`src/rtl/rf_seq_pkg.sv`:
```
// Shared definitions for the register-file destination sequencer: opcodes,
// destination-select codes and the sequencer state encoding.
package rf_seq_pkg;

  localparam int unsigned OP_BITS  = 3;
  localparam int unsigned SEL_BITS = 3;

  localparam logic [OP_BITS-1:0] OP_WR_RD = 3'd0;
  localparam logic [OP_BITS-1:0] OP_WR_RN = 3'd1;
  localparam logic [OP_BITS-1:0] OP_WR_RM = 3'd2;
  localparam logic [OP_BITS-1:0] OP_BL    = 3'd3;
  localparam logic [OP_BITS-1:0] OP_LD_WB = 3'd4;

  localparam logic [SEL_BITS-1:0] SEL_RD  = 3'd0;
  localparam logic [SEL_BITS-1:0] SEL_R15 = 3'd1;
  localparam logic [SEL_BITS-1:0] SEL_RN  = 3'd2;
  localparam logic [SEL_BITS-1:0] SEL_R14 = 3'd3;
  localparam logic [SEL_BITS-1:0] SEL_RM  = 3'd4;

  typedef enum logic [1:0] {
    ST_IDLE  = 2'd0,
    ST_STEP1 = 2'd1,
    ST_STEP2 = 2'd2,
    ST_ERR   = 2'd3
  } state_t;

  function automatic logic op_two_step(input logic [OP_BITS-1:0] op);
    return (op == OP_BL) || (op == OP_LD_WB);
  endfunction

  // Select for a given write step of a legal opcode; step 0 is the first write.
  function automatic logic [SEL_BITS-1:0] step_sel(input logic [OP_BITS-1:0] op,
                                                   input logic second);
    logic [SEL_BITS-1:0] sel;
    sel = SEL_RD;
    case (op)
      OP_WR_RD: sel = SEL_RD;
      OP_WR_RN: sel = SEL_RN;
      OP_WR_RM: sel = SEL_RM;
      OP_BL:    sel = second ? SEL_R15 : SEL_R14;
      OP_LD_WB: sel = second ? SEL_RD  : SEL_RN;
      default:  sel = SEL_RD;
    endcase
    return sel;
  endfunction

endpackage

```
`src/rtl/rf_dest_sequencer.sv`:
```
// Drives the register-file destination select and write enable for one or two
// write cycles per accepted command; hold freezes the current write step.
module rf_dest_sequencer
  import rf_seq_pkg::*;
#(
  parameter int unsigned SEL_W = 3,
  parameter int unsigned OP_W  = 3
) (
  input  logic              clk,
  input  logic              reset,
  input  logic              cmd_valid,
  input  logic [OP_W-1:0]   cmd_op,
  output logic              cmd_ready,
  input  logic              hold,
  output logic [SEL_W-1:0]  dest_sel,
  output logic              rf_we,
  output logic              busy,
  output logic              done,
  output logic              cmd_err
);

  state_t             state;
  state_t             state_next;
  logic [OP_BITS-1:0] op_latched;
  logic               accept;
  logic               op_legal;
  logic               last_step;
  logic [SEL_BITS-1:0] sel;

  assign accept   = cmd_valid && (state == ST_IDLE);
  assign op_legal = (cmd_op <= OP_W'(OP_LD_WB));

  always_ff @(posedge clk or posedge reset) begin
    if (reset) begin
      state      <= ST_IDLE;
      op_latched <= '0;
    end else begin
      state <= state_next;
      if (accept) op_latched <= cmd_op[OP_BITS-1:0];
    end
  end

  always_comb begin
    state_next = state;
    case (state)
      ST_IDLE: begin
        if (accept) state_next = op_legal ? ST_STEP1 : ST_ERR;
      end
      ST_STEP1: begin
        if (!hold) state_next = op_two_step(op_latched) ? ST_STEP2 : ST_IDLE;
      end
      ST_STEP2: begin
        if (!hold) state_next = ST_IDLE;
      end
      ST_ERR:  state_next = ST_IDLE;
      default: state_next = ST_IDLE;
    endcase
  end

  always_comb begin
    sel       = SEL_RD;
    rf_we     = 1'b0;
    last_step = 1'b0;
    case (state)
      ST_STEP1: begin
        sel       = step_sel(op_latched, 1'b0);
        rf_we     = !hold;
        last_step = !op_two_step(op_latched);
      end
      ST_STEP2: begin
        sel       = step_sel(op_latched, 1'b1);
        rf_we     = !hold;
        last_step = 1'b1;
      end
      default: begin
        sel       = SEL_RD;
        rf_we     = 1'b0;
        last_step = 1'b0;
      end
    endcase
    dest_sel  = SEL_W'(sel);
    done      = rf_we && last_step;
    cmd_err   = (state == ST_ERR);
    busy      = (state != ST_IDLE);
    cmd_ready = (state == ST_IDLE);
  end

endmodule

```
`config.mk`:
```
export PLATFORM = sky130hd
export DESIGN_NAME = rf_dest_sequencer
export DESIGN_NICKNAME = d
export VERILOG_FILES = /design/src/rtl/rf_seq_pkg.sv /design/src/rtl/rf_dest_sequencer.sv
export SDC_FILE = /design/constraint.sdc
export NUM_CORES = 1
export LEC_CHECK = 0
export ABC_AREA = 1
export ABC_CLOCK_PERIOD_IN_PS = 2700
export BUFFER_PORTS_ARGS = -buffer_cell sky130_fd_sc_hd__buf_2
export CORE_AREA = 2 2 39 41
export CTS_BUF_LIST = sky130_fd_sc_hd__clkbuf_8
export CTS_CLUSTER_SIZE = 14
export DETAILED_ROUTE_END_ITERATION = 6
export DIE_AREA = 0 0 41 43
export SLEW_MARGIN = 10
export SYNTH_ARGS = -nofsm -noshare
export SYNTH_HDL_FRONTEND = slang
export SYNTH_SLANG_ARGS = --single-unit
```
`constraint.sdc`:
```
create_clock -name clk -period 2.7 [get_ports clk]
set_clock_uncertainty 0.05 [all_clocks]
set_input_delay 0.405 -clock clk [delete_from_list [all_inputs] [get_ports clk]]
set_output_delay 0.405 -clock clk [all_outputs]
set_load 0.01 [all_outputs]
```
Word-level counts from Yosys, hierarchy flattened
Index checks and enable logic that the tools add are counted.
{ "totals": {"register_bits": 5, "in_bits": 7, "output_inout_bits": 8, "wordCells": 34} }
{ "op_classes": {"order_cmp": 1, "n_eq_ne": 10, "mux": 11, "reduce_logical": 10} }
{ "ops": {"columns": ["op", "count"], "rows": [
  ["3-bit one-hot mux with 3 select lines", 2],
  ["2-bit two-way mux", 5],
  ["2-bit one-hot mux with 4 select lines", 1],
  ["3-bit by 2-bit equality test with 1-bit output, second input constant", 2],
  ["3-bit one-hot mux with 2 select lines", 1],
  ["2-bit equality test, second input constant", 2],
  ["2-bit != test, second input constant", 2],
  ["2-bit OR reduction", 2],
  ["3-bit by 1-bit equality test with 1-bit output, second input constant", 1],
  ["3-bit equality test, second input constant", 1],
  ["3-bit less-or-equal comparator, second input constant", 1],
  ["3-bit AND reduction", 1],
  ["2-bit by 1-bit equality test with 1-bit output, second input constant", 1],
  ["1-bit logical AND", 2],
  ["1-bit zero test", 2],
  ["2-bit zero test", 1],
  ["2-bit by 1-bit != test with 1-bit output, second input constant", 1],
  ["1-bit one-hot mux with 2 select lines", 1],
  ["2-bit nonzero test", 1],
  ["1-bit logical OR", 1],
  ["1-bit two-way mux", 1]
]} }

Logic depth before layout (Yosys ltp)
{ "logic_depth": {"ltp_word": 5, "ltp_mapped": 6, "depth_no_buf": 6} }

Worst setup path before layout
No wires, ideal clock.
{ "synth_path": {"path_kind": "register to output", "from": "register state[0]", "to": "output port done", "arrival_time_ns": 1.264, "required_ns": 2.245, "path_slack_ns": 0.981, "stages_incl_launch_ff": 7, "path_buffers": 0, "path_cell_list": "dfrtp_1 inv_1 ha_1 inv_1 nor2_1 nand2_1 a21oi_1"} }
{ "synth_between": {"elab_chain_len": 4, "elab_cells_between_ends": 6, "cone_classes": "eq/ne: 2; mux: 2; reduce/logical: 2"} }
{ "synth_rtl": {"columns": ["element", "line", "rtl"], "rows": [
  ["start, declared", "rf_dest_sequencer.sv:22", "state_t state;"],
  ["start signal, assigned", "rf_dest_sequencer.sv:38", "state <= state_next;"],
  ["2-bit equality test or 2-bit by 1-bit equality test with 1-bit output (tied branches)", "rf_dest_sequencer.sv:64", "case (state)"],
  ["2-bit OR reduction (no line) (*)", null, null],
  ["1-bit two-way mux (*)", null, null],
  ["net rf_we", "rf_dest_sequencer.sv:16", "output logic rf_we,"],
  ["1-bit logical AND (*)", "rf_dest_sequencer.sv:82", "done = rf_we && last_step;"],
  ["end, declared", "rf_dest_sequencer.sv:18", "output logic done,"]
]} }
Mark *: on every way through the listed nets, which the timed path passes. The rest lies on a longest branch.

Worst setup path in the final report
{ "layout_path": {"from": "register state[0]", "to": "output port done"} }
{ "layout_between": {"elab_chain_len": 4, "elab_cells_between_ends": 6, "cone_classes": "eq/ne: 2; mux: 2; reduce/logical: 2"} }
{ "layout_rtl": {"columns": ["element", "line"], "rows": [
  ["2-bit equality test or 2-bit by 1-bit equality test with 1-bit output (tied branches)", "rf_dest_sequencer.sv:64"],
  ["2-bit OR reduction (no line)", null],
  ["1-bit two-way mux", null],
  ["1-bit logical AND (*)", "rf_dest_sequencer.sv:82"]
]} }
Every way passes the cells marked *; elsewhere a longest branch is shown, timed or not.

==> impl_metrics.toml <==
[clock_network]
htreeDepth = 1
numCtsBuffers = 3
cts_root_buf = "clkbuf_8"
cts_setup_buffers = 0
cts.clk_slew.worst_paths_ns = 0.03
clockBufferDepth = 2
postCtsResizedCells = 0
cts_tree = "built"
cts_hold_buf = 0
insertion_delay_ns = 0.22
clock_sinks = 5

[global_route]
grt_pass1_wl_um = 1060
grt_max_degree = 6
grt-ovfl-total = 0
antenna_found_initial = 0
grt_pass1_vias = 266
track_usage_pct = 9.22

[route]
via_per_inst = 4.46
wl_um = 721
vias = 388
drc_errors = 0
antenna_left = 0
dr.pass1.iters = 4
drtIter0Drc = 8
avgRoutedWirePerCell_um = 8.29

[logic_synthesis]
yosysWarnings = 0
syn-num-nets = 64
synth_seq_cells = 5
syn_area_per_cell_um2 = 7.22
yosysUniqueCellTypes = 15
synth_seq_area_share_pct = 32.7
netlist_area_um2 = 383
synth_cells = 53

[power_and_ir_drop]
p_seq_share_pct = 24.9
powerDensity_mw_per_mm2 = 1180
finalPower_uw = 611
combinationalPowerShare_pct = 53.0
internal_power_uw = 338
p_switching_uw = 273
ir_drop_uv = 454
p_leak_uw = 0.000292
pwr-share-clk_pct = 22.1
sw_frac_of_total_pct = 44.7

[place]
dpl.hpwl_um = 610
gp_congestion = 0.740
dp_worst_setup_slack_ns = 0.991
portBuffers = 14

[run_status]
status = "finished clean"

[cells_and_area]
num_antenna_cells = 0
layout-drive-gt1-share_pct = 31.0
fin_nets = 83
area_growth_pct = 35.3
fill_cells = 159

[floorplan]
dieArea_mm2 = 0.00176
io-pin-count = 15
dieWidth_um = 41
core_mm2 = 0.00138
die_y_um = 43
rows = 14
initial_core_util_pct = 27.7

[sta]
tns_ns = 0
fin_crit_sh_pct = 72.1
drv_slew = 0
fmax_ghz = 0.514
setup_viol = 0
tightest_slew_ns = 0.200
rsz0062_at_grt = "false"
slew_headroom_pct = 86.6
period_needed_ns = 1.95
fin_ws_ns = 0.753
hold_viol_final = 0

[setup_path]
r2r_setup_slack_ns = 1.38
worstPathRequired_ns = 2.25
reg2reg_to = "state[1]$_DFFE_PP0P_"
criticalPathCategory = "reg2out"
rr_worst_depth = 6
cp-end-kind = "primary output"
critPathLaunchType = "flip-flop"
cp_max_fo = 4
arrival_ns = 1.49
r2r-start = "state[0]$_DFFE_PP0P_"

[worst_hold_path]
hold_class = "in2async"

[flow_run]
drv_cap = 0
==> cell usage after synthesis, drive strengths merged <==
cell	count	area, um^2
inv	11	41.3
nand2	13	53.8
ha	4	50.1
nand3	5	35.0
dfrtp	5	125
o21ai	5	25.0
nor4	1	6.26
a31oi	1	6.26
or2	1	6.26
nor2	4	15.0
a21oi	3	18.8
==> logic make-up (layout without fill, tap and decap cells) <==
logic type | count (synthesis) | after routing | synth area share (%)
AOI/OAI and AO/OA | 9 | 9 | 13.1
adders and majority gates | 4 | 4 | 13.1
DFF | 5 | 5 | 32.7
buffers and inverters | 11 | 29 | 10.8
and+or+nand+nor | 24 | 24 | 30.4
==> per-stage QoR <==
stage	hold WS, ns	cell area, um^2	util, %	instances
after CTS	0.0237	518	37.4	87
after global placement	0.257	473	34.2	83
after floorplan	0.134	383	-	53
after global routing	0.0524	518	37.4	87
final	0.0231	518	37.4	87
after detailed placement	0.260	473	34.2	83
==> flip-flops by register name, summed over array words and instances, names as in the netlist <==
name and flops:
state 2, op_latched 3
==> power by group through the flow <==
| stage | Combinational (uW) | Sequential, uW | Clock, uW |
|---|---|---|---|
| floorplan | 247 | 145 | 0 |
| finish | 324 | 152 | 135 |
| global placement | 326 | 154 | 0 |
| global route | 369 | 160 | 141 |
| CTS | 328 | 153 | 140 |
| detailed placement | 325 | 154 | 0 |
==> area by class of cell <==
class | instances | area, um^2 | area share (%)
clock buffer | 3 | 41.3 | 7.97
clock inverter | 1 | 3.75 | 0.725
inverter | 11 | 41.3 | 7.97
multi-input combinational | 37 | 216 | 41.8
sequential | 5 | 125 | 24.2
tap | 16 | 20.0 | 3.86
timing repair buffer | 14 | 70.1 | 13.5
==> per-layer routing <==
metal / part of all wire (%) / vias to the layer above / wire length (um) / GRT usage, %
met2: 42 / 16 / 306 / 12.2
met4: 3.2 / 0 / 23 / 8.00
met5: 0 / - / 0 / 0
met3: 9.2 / 2 / 66 / 1.57
li1: - / 202 / - / -
met1: 45 / 168 / 325 / 12.3
==> critical path, stage by stage, from the launching register on <==
cell and delay [ns]:
dfrtp_1 0.39, inv_1 0.08, ha_1 0.33, inv_1 0.05
nor2_1 0.11, nand2_1 0.07, a21oi_1 0.11, buf_2 0.14
==> placed cells by master, fill, tap and decap left out <==
| cell | netlist | layout |
|---|---|---|
| nand3_2 | 2 | 2 |
| a21oi_2 | 1 | 1 |
| buf_2 | 0 | 14 |
| nand2_1 | 11 | 11 |
| nor2_1 | 4 | 4 |
| o21ai_1 | 3 | 3 |
| nor4_1 | 1 | 1 |
| o21ai_0 | 2 | 2 |
| a21oi_1 | 2 | 2 |
| clkbuf_8 | 0 | 3 |
| nand3_1 | 3 | 3 |
| inv_1 | 11 | 12 |
| or2_1 | 1 | 1 |
| dfrtp_1 | 5 | 5 |
| a31oi_1 | 1 | 1 |
| ha_1 | 4 | 4 |
| nand2_2 | 2 | 2 |
==> worst max path at each step <==
stage          depth (start not counted)    to  slack (ns)                  from
5_1_grt                                7  done        0.67  state[0]$_DFFE_PP0P_
2_1_floorplan                          6  done        0.98  state[0]$_DFFE_PP0P_
3_3_place_gp                           7  done        0.99  state[0]$_DFFE_PP0P_
3_5_place_dp                           7  done        0.99  state[0]$_DFFE_PP0P_
6_report                               7  done        0.75  state[0]$_DFFE_PP0P_
4_1_cts                                7  done        0.74  state[0]$_DFFE_PP0P_
Power figures use the tool's default switching activity.
